==> config.mk <==
export PLATFORM = sky130hd
export DESIGN_NAME = divider_flat
export DESIGN_NICKNAME = d
export VERILOG_FILES = /design/src/rtl/divider_pkg.sv /design/src/rtl/divider_if.sv /design/src/rtl/divider_div_step.sv /design/src/rtl/divider.sv /design/src/flat_wrapper.sv
export SDC_FILE = /design/constraint.sdc
export NUM_CORES = 1
export LEC_CHECK = 0
export ABC_AREA = 1
export BUFFER_PORTS_ARGS = -buffer_cell sky130_fd_sc_hd__buf_4
export CELL_PAD_IN_SITES_DETAIL_PLACEMENT = 1
export CELL_PAD_IN_SITES_GLOBAL_PLACEMENT = 2
export CORE_UTILIZATION = 36
export DETAILED_ROUTE_END_ITERATION = 8
export PLACE_DENSITY = 0.85
export SLEW_MARGIN = 20
export SYNTH_ARGS = -nofsm -noshare
export SYNTH_HDL_FRONTEND = slang
export SYNTH_HIERARCHICAL = 1
export SYNTH_SLANG_ARGS = --single-unit
==> constraint.sdc <==
create_clock -name ctl_clk -period 4.75 [get_ports ctl_clk]
set_input_delay 0.475 -clock ctl_clk [delete_from_list [all_inputs] [get_ports ctl_clk]]
set_output_delay 0.475 -clock ctl_clk [all_outputs]
set_load 0.05 [all_outputs]
==> src/rtl/divider_pkg.sv <==
// Shared definitions for the divider: state encodings and a constant clog2 helper.
package divider_pkg;

  typedef enum logic [1:0] {
    DIV_IDLE = 2'd0,
    DIV_BUSY = 2'd1,
    DIV_DONE = 2'd2
  } div_state_e;

  // Number of bits needed to hold values 0 .. value-1 (minimum 1).
  function automatic int unsigned clog2(input int unsigned value);
    int unsigned v;
    int unsigned res;
    res = 0;
    v   = (value > 1) ? value - 1 : 1;
    while (v > 0) begin
      res = res + 1;
      v   = v >> 1;
    end
    return res;
  endfunction

endpackage

==> src/rtl/divider_if.sv <==
// Trigger/ready/done handshake plus operand and result bus of the divider.
interface divider_if #(
  parameter int unsigned C_WIDTH = 16
);

  logic               trigger;
  logic [C_WIDTH-1:0] a;
  logic [C_WIDTH-1:0] b;
  logic [C_WIDTH-1:0] y;
  logic [C_WIDTH-1:0] r;
  logic               ready;
  logic               done;
  logic               div_zero;
  logic               overflow;

  // Requester side: issues operands and trigger, observes results.
  modport master (
    output trigger, a, b,
    input  y, r, ready, done, div_zero, overflow
  );

  // Divider side.
  modport slave (
    input  trigger, a, b,
    output y, r, ready, done, div_zero, overflow
  );

endinterface

==> src/rtl/divider_div_step.sv <==
// One restoring-division iteration: shift in a dividend bit, trial-subtract the divisor.
// Purely combinational so it can be replicated for unrolled or pipelined variants.
module divider_div_step #(
  parameter int unsigned C_WIDTH = 16
) (
  input  logic [C_WIDTH-1:0] i_rem,
  input  logic               i_bit,
  input  logic [C_WIDTH-1:0] i_div,
  output logic [C_WIDTH-1:0] o_rem_c,
  output logic               o_q_bit_c
);

  // The shifted remainder needs one extra bit; the result always fits back in
  // C_WIDTH because the incoming remainder is strictly less than the divisor.
  logic [C_WIDTH:0] w_shift;
  logic [C_WIDTH:0] w_diff;

  assign w_shift   = {i_rem, i_bit};
  assign w_diff    = w_shift - {1'b0, i_div};
  assign o_q_bit_c = (w_shift >= {1'b0, i_div});
  assign o_rem_c   = C_WIDTH'(o_q_bit_c ? w_diff : w_shift);

endmodule

==> src/rtl/divider.sv <==
// Unsigned sequential radix-2 restoring divider, one quotient bit per clock.
// Quotient = (a << FIXED_POINT) / b, remainder = (a << FIXED_POINT) % b.
// Optional macro DIVIDER_SATURATE_EN: saturate y to all-ones on overflow
// (default: truncate the quotient to C_WIDTH bits).
module divider
  import divider_pkg::*;
#(
  parameter int unsigned C_WIDTH     = 16,
  parameter int unsigned FIXED_POINT = 0
) (
  input  logic      ctl_clk,
  input  logic      reset,
  divider_if.slave  bus
);

  localparam int unsigned N     = C_WIDTH + FIXED_POINT;
  localparam int unsigned CNT_W = clog2(N + 1);
`ifdef DIVIDER_SATURATE_EN
  localparam bit SATURATE = 1'b1;
`else
  localparam bit SATURATE = 1'b0;
`endif

  // Reject fractional widths that leave no integer quotient bits.
  if (FIXED_POINT >= C_WIDTH) begin : g_bad_param
    $error("divider: FIXED_POINT must be smaller than C_WIDTH");
  end

  div_state_e         r_state;
  div_state_e         w_next_state;

  logic [N-1:0]       r_dvd;       // dividend shifts out the top, quotient shifts in the bottom
  logic [C_WIDTH-1:0] r_div;
  logic [C_WIDTH-1:0] r_rem;
  logic [CNT_W-1:0]   r_cnt;
  logic               r_dz_op;     // current operation is a divide by zero

  logic [C_WIDTH-1:0] r_y;
  logic [C_WIDTH-1:0] r_r;
  logic               r_ready;
  logic               r_done;
  logic               r_div_zero;
  logic               r_overflow;

  logic               w_load;
  logic               w_step;
  logic               w_last;
  logic [C_WIDTH-1:0] w_step_rem;
  logic               w_q_bit;
  logic [N-1:0]       w_quo;
  logic               w_ovf;
  logic [C_WIDTH-1:0] w_y;

  divider_div_step #(
    .C_WIDTH (C_WIDTH)
  ) u_step (
    .i_rem     (r_rem),
    .i_bit     (r_dvd[N-1]),
    .i_div     (r_div),
    .o_rem_c   (w_step_rem),
    .o_q_bit_c (w_q_bit)
  );

  // Dividend register after this iteration; on the last iteration it is the full quotient.
  assign w_quo = N'({r_dvd, w_q_bit});

  // Overflow when any quotient bit above C_WIDTH is set (impossible without fraction bits).
  if (FIXED_POINT == 0) begin : g_no_frac
    assign w_ovf = 1'b0;
  end else begin : g_frac
    assign w_ovf = |w_quo[N-1:C_WIDTH];
  end

  assign w_y = (SATURATE && w_ovf) ? '1 : w_quo[C_WIDTH-1:0];

  // State register.
  always_ff @(posedge ctl_clk or negedge reset) begin
    if (!reset) begin
      r_state <= DIV_IDLE;
    end else begin
      r_state <= w_next_state;
    end
  end

  // Next-state and datapath control decode.
  always_comb begin
    w_next_state = r_state;
    w_load       = 1'b0;
    w_step       = 1'b0;
    w_last       = 1'b0;
    case (r_state)
      DIV_IDLE: begin
        if (bus.trigger) begin
          w_load       = 1'b1;
          w_next_state = DIV_BUSY;
        end
      end
      DIV_BUSY: begin
        w_step = 1'b1;
        if (r_cnt == CNT_W'(1)) begin
          w_last       = 1'b1;
          w_next_state = DIV_DONE;
        end
      end
      DIV_DONE: begin
        w_next_state = DIV_IDLE;
      end
      default: begin
        w_next_state = DIV_IDLE;
      end
    endcase
  end

  // Handshake outputs registered from the next state so they track the state register.
  always_ff @(posedge ctl_clk or negedge reset) begin
    if (!reset) begin
      r_ready <= 1'b1;
      r_done  <= 1'b0;
    end else begin
      r_ready <= (w_next_state == DIV_IDLE);
      r_done  <= (w_next_state == DIV_DONE);
    end
  end

  // Operand capture and shift/subtract iterations.
  // A zero divisor takes a single pass through BUSY so its result lands one edge after capture.
  always_ff @(posedge ctl_clk or negedge reset) begin
    if (!reset) begin
      r_dvd   <= '0;
      r_div   <= '0;
      r_rem   <= '0;
      r_cnt   <= '0;
      r_dz_op <= 1'b0;
    end else if (w_load) begin
      r_dvd   <= N'(bus.a) << FIXED_POINT;
      r_div   <= bus.b;
      r_rem   <= '0;
      r_cnt   <= (bus.b == '0) ? CNT_W'(1) : CNT_W'(N);
      r_dz_op <= (bus.b == '0);
    end else if (w_step) begin
      r_dvd   <= w_quo;
      r_rem   <= w_step_rem;
      r_cnt   <= r_cnt - CNT_W'(1);
    end
  end

  // Result and status registers: cleared flags at capture, results written on the final iteration.
  always_ff @(posedge ctl_clk or negedge reset) begin
    if (!reset) begin
      r_y        <= '0;
      r_r        <= '0;
      r_div_zero <= 1'b0;
      r_overflow <= 1'b0;
    end else if (w_load) begin
      r_div_zero <= 1'b0;
      r_overflow <= 1'b0;
    end else if (w_last) begin
      if (r_dz_op) begin
        r_y        <= '1;
        r_r        <= r_dvd[N-1 -: C_WIDTH];
        r_div_zero <= 1'b1;
        r_overflow <= 1'b0;
      end else begin
        r_y        <= w_y;
        r_r        <= w_step_rem;
        r_div_zero <= 1'b0;
        r_overflow <= w_ovf;
      end
    end
  end

  assign bus.y        = r_y;
  assign bus.r        = r_r;
  assign bus.ready    = r_ready;
  assign bus.done     = r_done;
  assign bus.div_zero = r_div_zero;
  assign bus.overflow = r_overflow;

endmodule

==> src/flat_wrapper.sv <==
// flat-port wrapper written by rule: the top's interface ports become plain ports
module divider_flat import divider_pkg::*;
#(
  parameter int unsigned C_WIDTH     = 16,
  parameter int unsigned FIXED_POINT = 0
)
  (ctl_clk, reset, bus_trigger, bus_a, bus_b, bus_y, bus_r, bus_ready, bus_done, bus_div_zero, bus_overflow);
  divider_if #(.C_WIDTH(C_WIDTH)) bus_i ();
  input  logic ctl_clk;
  input  logic reset;
  input wire logic [$bits(bus_i.trigger)-1:0] bus_trigger;
  input wire logic [$bits(bus_i.a)-1:0] bus_a;
  input wire logic [$bits(bus_i.b)-1:0] bus_b;
  output wire logic [$bits(bus_i.y)-1:0] bus_y;
  output wire logic [$bits(bus_i.r)-1:0] bus_r;
  output wire logic [$bits(bus_i.ready)-1:0] bus_ready;
  output wire logic [$bits(bus_i.done)-1:0] bus_done;
  output wire logic [$bits(bus_i.div_zero)-1:0] bus_div_zero;
  output wire logic [$bits(bus_i.overflow)-1:0] bus_overflow;
  assign bus_i.trigger = bus_trigger;
  assign bus_i.a = bus_a;
  assign bus_i.b = bus_b;
  assign bus_y = bus_i.y;
  assign bus_r = bus_i.r;
  assign bus_ready = bus_i.ready;
  assign bus_done = bus_i.done;
  assign bus_div_zero = bus_i.div_zero;
  assign bus_overflow = bus_i.overflow;
  divider #(.C_WIDTH(C_WIDTH), .FIXED_POINT(FIXED_POINT)) u_core (.ctl_clk(ctl_clk), .reset(reset), .bus(bus_i));
endmodule
# Word-level counts from Yosys, hierarchy flattened
# Cells that the tools add are included.
word_totals:
  reg_bits: 92
  input_bits: 35
op_classes:
  add_sub_neg: 2
  magnitude_cmp: 1
  n_eq_ne: 3
  mux: 23
  bitwise: 1
  reduce_logical: 6
op_table:
  columns: ["op", "count"]
  rows:
  - ["$mux W16", 7]
  - ["$ge A17 B16 Y1", 1]
  - ["$logic_not A16 Y1", 1]
  - ["$sub A16 B16 Y16", 1]
  - ["$mux W5", 3]
  - ["$mux W1", 10]
  - ["$eq A5 B1 Y1 const B", 1]
  - ["$sub A5 B1 Y5 const B", 1]
  - ["$logic_not A2 Y1", 2]
  - ["$mux W2", 2]
  - ["$pmux W2 S2", 1]
  - ["$reduce_bool A2 Y1", 2]
  - ["$eq A2 B1 Y1 const B", 1]
  - ["$eq A2 B2 Y1 const B", 1]
  - ["$reduce_and A2 Y1", 1]
  - ["$not A1 Y1", 1]

# Longest topological paths before layout
depth:
  word_depth: 5
  ltp_mapped: 16
  depth_no_buf: 15

# Cells and area by module
# The synthesis kept the hierarchy.
modules_own_cells:
  columns: ["mod", "instances", "cells_each", "area_each_um2"]
  rows:
  - ["divider", 1, 405, 3839.9]
  - ["divider_div_step", 1, 269, 1355.0]

# Least setup slack after synthesis
# Ideal clock, no wire load.
synth_path:
  path_kind: "register -> register"
  start: "register u_core.r_rem[2]"
  end: "register u_core.r_rem[12]"
  setup_ns: 0.122
  t_arrival_ns: 1.853
  path_slack_ns: 2.776
  path_stages_with_launch: 15
  n_path_buf: 2
  period_less_slack_ns: 1.974
  cell_sequence: "dfrtp_1 -> ha_1 -> nand2_1 -> inv_1 -> nand2_1 -> nand2_1 -> nand2_1 -> nand3_2 -> nand2_2 -> nand2_2 -> buf_6 -> buf_12 -> nand3_2 -> nand2_1 -> a32o_1"
synth_between:
  elab_chain_len: 4
  elab_cells_between_ends: 5
  classes_between: "add/sub: 1; order compare: 1; mux: 3"
synth_lines:
  columns: ["element", "line_no", "rtl"]
  rows:
  - ["start: declaration", "divider.sv:34", "logic [C_WIDTH-1:0] r_rem;"]
  - ["start signal: assignment", "divider.sv:142", "r_rem <= w_step_rem;"]
  - ["$ge A17 B16 Y1", "divider_div_step.sv:20", "assign o_q_bit_c = (w_shift >= {1'b0, i_div});"]
  - ["named net u_core.w_q_bit", "divider.sv:49", "logic w_q_bit;"]
  - ["$mux W16", "divider_div_step.sv:21", "assign o_rem_c = C_WIDTH'(o_q_bit_c ? w_diff : w_shift);"]
  - ["named net u_core.w_step_rem[12]", "divider.sv:48", "logic [C_WIDTH-1:0] w_step_rem;"]
  - ["$mux W16", "divider.sv:140", "end else if (w_step) begin"]
  - ["$mux W16", "divider.sv:134", "end else if (w_load) begin"]
# The timed path passes the listed nets, and every way through them passes these cells. The select of a mux whose other input is x is not followed.
# A chain may end at the register's enable or synchronous reset.

# Worst setup path in the final report
layout_path:
  start: "register u_core.r_rem[13]"
  end: "register u_core.r_r[12] (netlist: u_core/bus.r[12])"
layout_between:
  elab_chain_len: 3
layout_lines:
  columns: ["element", "line_no", "rtl"]
  rows:
  - ["$ge A17 B16 Y1", "divider_div_step.sv:20", null]
  - ["named net u_core.w_q_bit", "divider.sv:49", null]
  - ["$mux W16", "divider_div_step.sv:21", null]
  - ["named net u_core.w_step_rem[12]", "divider.sv:48", null]
  - ["$mux W16", "divider.sv:158", "if (r_dz_op) begin"]
  - ["end signal: assignment", "divider.sv:160", "r_r <= r_dvd[N-1 -: C_WIDTH];"]
  - ["end signal: assignment", "divider.sv:165", "r_r <= w_step_rem;"]
  - ["end: declaration", "divider.sv:39", "logic [C_WIDTH-1:0] r_r;"]
# The timed path passes the listed nets, and every way through them passes these cells.

==> results.yml <==
yosys:
  synth_area_leaders: "dfrtp_1 (43%), nand2_1 (17%), inv_1 (5.9%)"
  synth_flop_cell: "dfrtp_1"
  yosys_warnings: 6
  synth_edf_count: 0
  syn_avg_cell_area_um2: 7.708
  synth_seq_cells: 91
  synthCells: 674
  seq_area_frac_synth_pct: 43.86
  synth_top_area_cell: "dfrtp_1"
  synth_top_area_share_pct: 43.35
  syn_area_um2: 5195
  yosysUniqueCellTypes: 37
  syn-num-nets: 728
  synthArstFlopShare_pct: 100.0
route:
  wirelength_mm: 15.42
  drc: 0
  vias: 4627
  wl_per_cell_um: 16.87
  via_per_inst: 5.062
  drtIter0Drc: 194
  antenna_left: 0
  drtPass1Iterations: 4
place:
  dp_hpwl_mm: 11.52
  placed_cells_incl_taps: 898
  port_buffers: 69
  gp_congestion: 0.8651
  post-place-ws_ns: 1.704
timing:
  final.min_clock_period_ns: 3.045
  fin_skew_ns: 0.008243
  setup_slack_ns: 1.705
  max_slew.worst_pin.slew_ns: 0.7950
  max_slew_margin_pct: 47.00
  rsz0062_at_grt: "false"
  fin_tns_setup_ns: 0
  setup_viol: 0
  clock.fmax_mhz: 328.4
  hold_violations: 0
  post-route-period-util_pct: 64.10
  slew_viol_final: 0
clock_network:
  clk_latency_ns: 0.35
  cts_tree: "built"
  cts_hold_buffers: 0
  cts.clk_slew.worst_paths_ns: 0.07
  cts_buffers: 9
  clock_path_buffers: 2
  cts_root_buf: "clkbuf_16"
  cts_resized: 0
  cts_setup_buffers: 0
  htreeDepth: 3
  cts_sinks: 91
floorplanning:
  die_width_um: 122.1
  die_area_um2: 14910
  initial_core_util_pct: 37.14
  rows: 43
  die_h_um: 122.1
  io_pins: 71
  coreArea_um2: 13990
cells_and_area:
  final_cell_mix: "nand2_1 (240), dfrtp_1 (90), inv_1 (81)"
  layout.cells.non_filler: 914
  fin_nets: 783
  num-fill-cells: 1749
  area_growth_pct: 17.05
  drive_above_1_share_pct: 17.44
  final_common_cell: "nand2_1"
  diodes: 0
status:
  status: "completed"
job:
  maxCapViolations: 0
worst_setup_path:
  end_kind: "flop"
  r2r_cells: 12
  r2r_end: "u_core/bus.r[12]"
  r2r_setup_slack_ns: 1.71
  cp-start-kind: "flop"
  crit_required_ns: 5.00
  path_class: "reg2reg"
  reg2reg_from: "u_core/r_rem[13]"
  critPathArrivalTime_ns: 3.30
  crit_fanout: 21
grt:
  grt-ovfl-total: 0
  grt_pass1_wl_mm: 25.07
  groute.usage.overall_pct: 22.30
  grt_max_degree: 69
  grt_pass1_vias: 4865
  antenna_found_initial: 0
hold_path:
  hold_class: "in2async"
worst max-delay path, cell delays in order, from the launching register on:
cell	delay (ns)
dfrtp_1	0.41
ha_1	0.38
a21oi_1	0.33
nor2_1	0.08
nor2_1	0.21
nand2_1	0.09
nor2_1	0.12
nand2_2	0.36
inv_2	0.39
nand2_1	0.09
nand2_1	0.17
o21ai_0	0.10
o21ai_0	0.20
kinds of logic (layout without fill, tap and decap cells):
family / Yosys count / after routing / synth area share (%)
AOI/OAI and AO/OA: 98 / 98 / 12.43
xor gates and xnor gates: 6 / 6 / 1.012
adders and majority gates: 19 / 19 / 4.721
buffers and inverters: 116 / 176 / 10.02
DFF: 91 / 91 / 43.86
other: 1 / 1 / 0.07219
and+or+nand+nor: 343 / 343 / 27.89
stage by stage:
stage	area (um^2)	utilization, %	hold slack (ns)
global placement	5771	41.25	0.4560
global route	6081	43.47	0.1615
floorplan	5195	-	0.1794
detailed placement	5771	41.25	0.4582
finish	6081	43.47	0.1260
CTS	6081	43.47	0.1422
routing by layer:
| layer | share of wire [%] | GRT usage, % |
|---|---|---|
| met4 | 1.2 | 5.793 |
| met5 | 0 | 0 |
| met3 | 3.9 | 4.728 |
| met2 | 51 | 38.21 |
| met1 | 44 | 28.39 |
how the worst max path moves through the flow:
stage	cells past startpoint	end	slack (ns)	from
2_1_floorplan	14	u_core/r_rem[12]	2.78	u_core/r_rem[2]
3_3_place_gp	12	u_core/bus.r[10]	1.74	u_core/r_rem[13]
3_5_place_dp	12	u_core/bus.r[12]	1.70	u_core/r_rem[13]
4_1_cts	12	u_core/bus.r[12]	1.68	u_core/r_rem[13]
5_1_grt	12	u_core/bus.r[9]	1.57	u_core/r_rem[13]
6_report	12	u_core/bus.r[12]	1.71	u_core/r_rem[13]
layout make-up:
| type | count | area, um^2 | area share, % |
|---|---|---|---|
| clock buffer | 10 | 239.0 | 3.930 |
| clock inverter | 6 | 71.32 | 1.173 |
| inverter | 88 | 330.3 | 5.432 |
| multi-input combinational | 467 | 2396 | 39.40 |
| sequential | 91 | 2278 | 37.47 |
| tap | 180 | 225.2 | 3.704 |
| timing repair buffer | 72 | 540.5 | 8.889 |
Yosys cell counts, types with 2 or more instances:
cell / n
a21oi_1: 9
a22o_1: 2
a32o_1: 14
and2_1: 2
buf_2: 10
buf_4: 3
buf_6: 6
clkbuf_1: 8
dfrtp_1: 90
ha_1: 18
inv_1: 81
inv_2: 7
nand2_1: 240
nand2_2: 14
nand2_4: 2
nand3_1: 22
nand3_2: 5
nand3b_1: 2
nand4_1: 4
nor2_1: 43
nor2_2: 4
nor2_4: 2
nor3_1: 2
o21ai_0: 35
o21ai_1: 16
o21ai_2: 4
o221ai_1: 15
xor2_1: 5
flip-flops by register name, indices dropped and copies added (netlist names), 2 cells and up:
signal,flops
u_core/r_state,2
u_core/r_rem,16
u_core/r_dvd,16
u_core/bus.r,16
u_core/bus.y,16
u_core/r_div,16
u_core/r_cnt,5
Power is left out: the tool's default activity adds up to more than one toggle a clock period on the data nets, which glitch-free logic cannot reach.
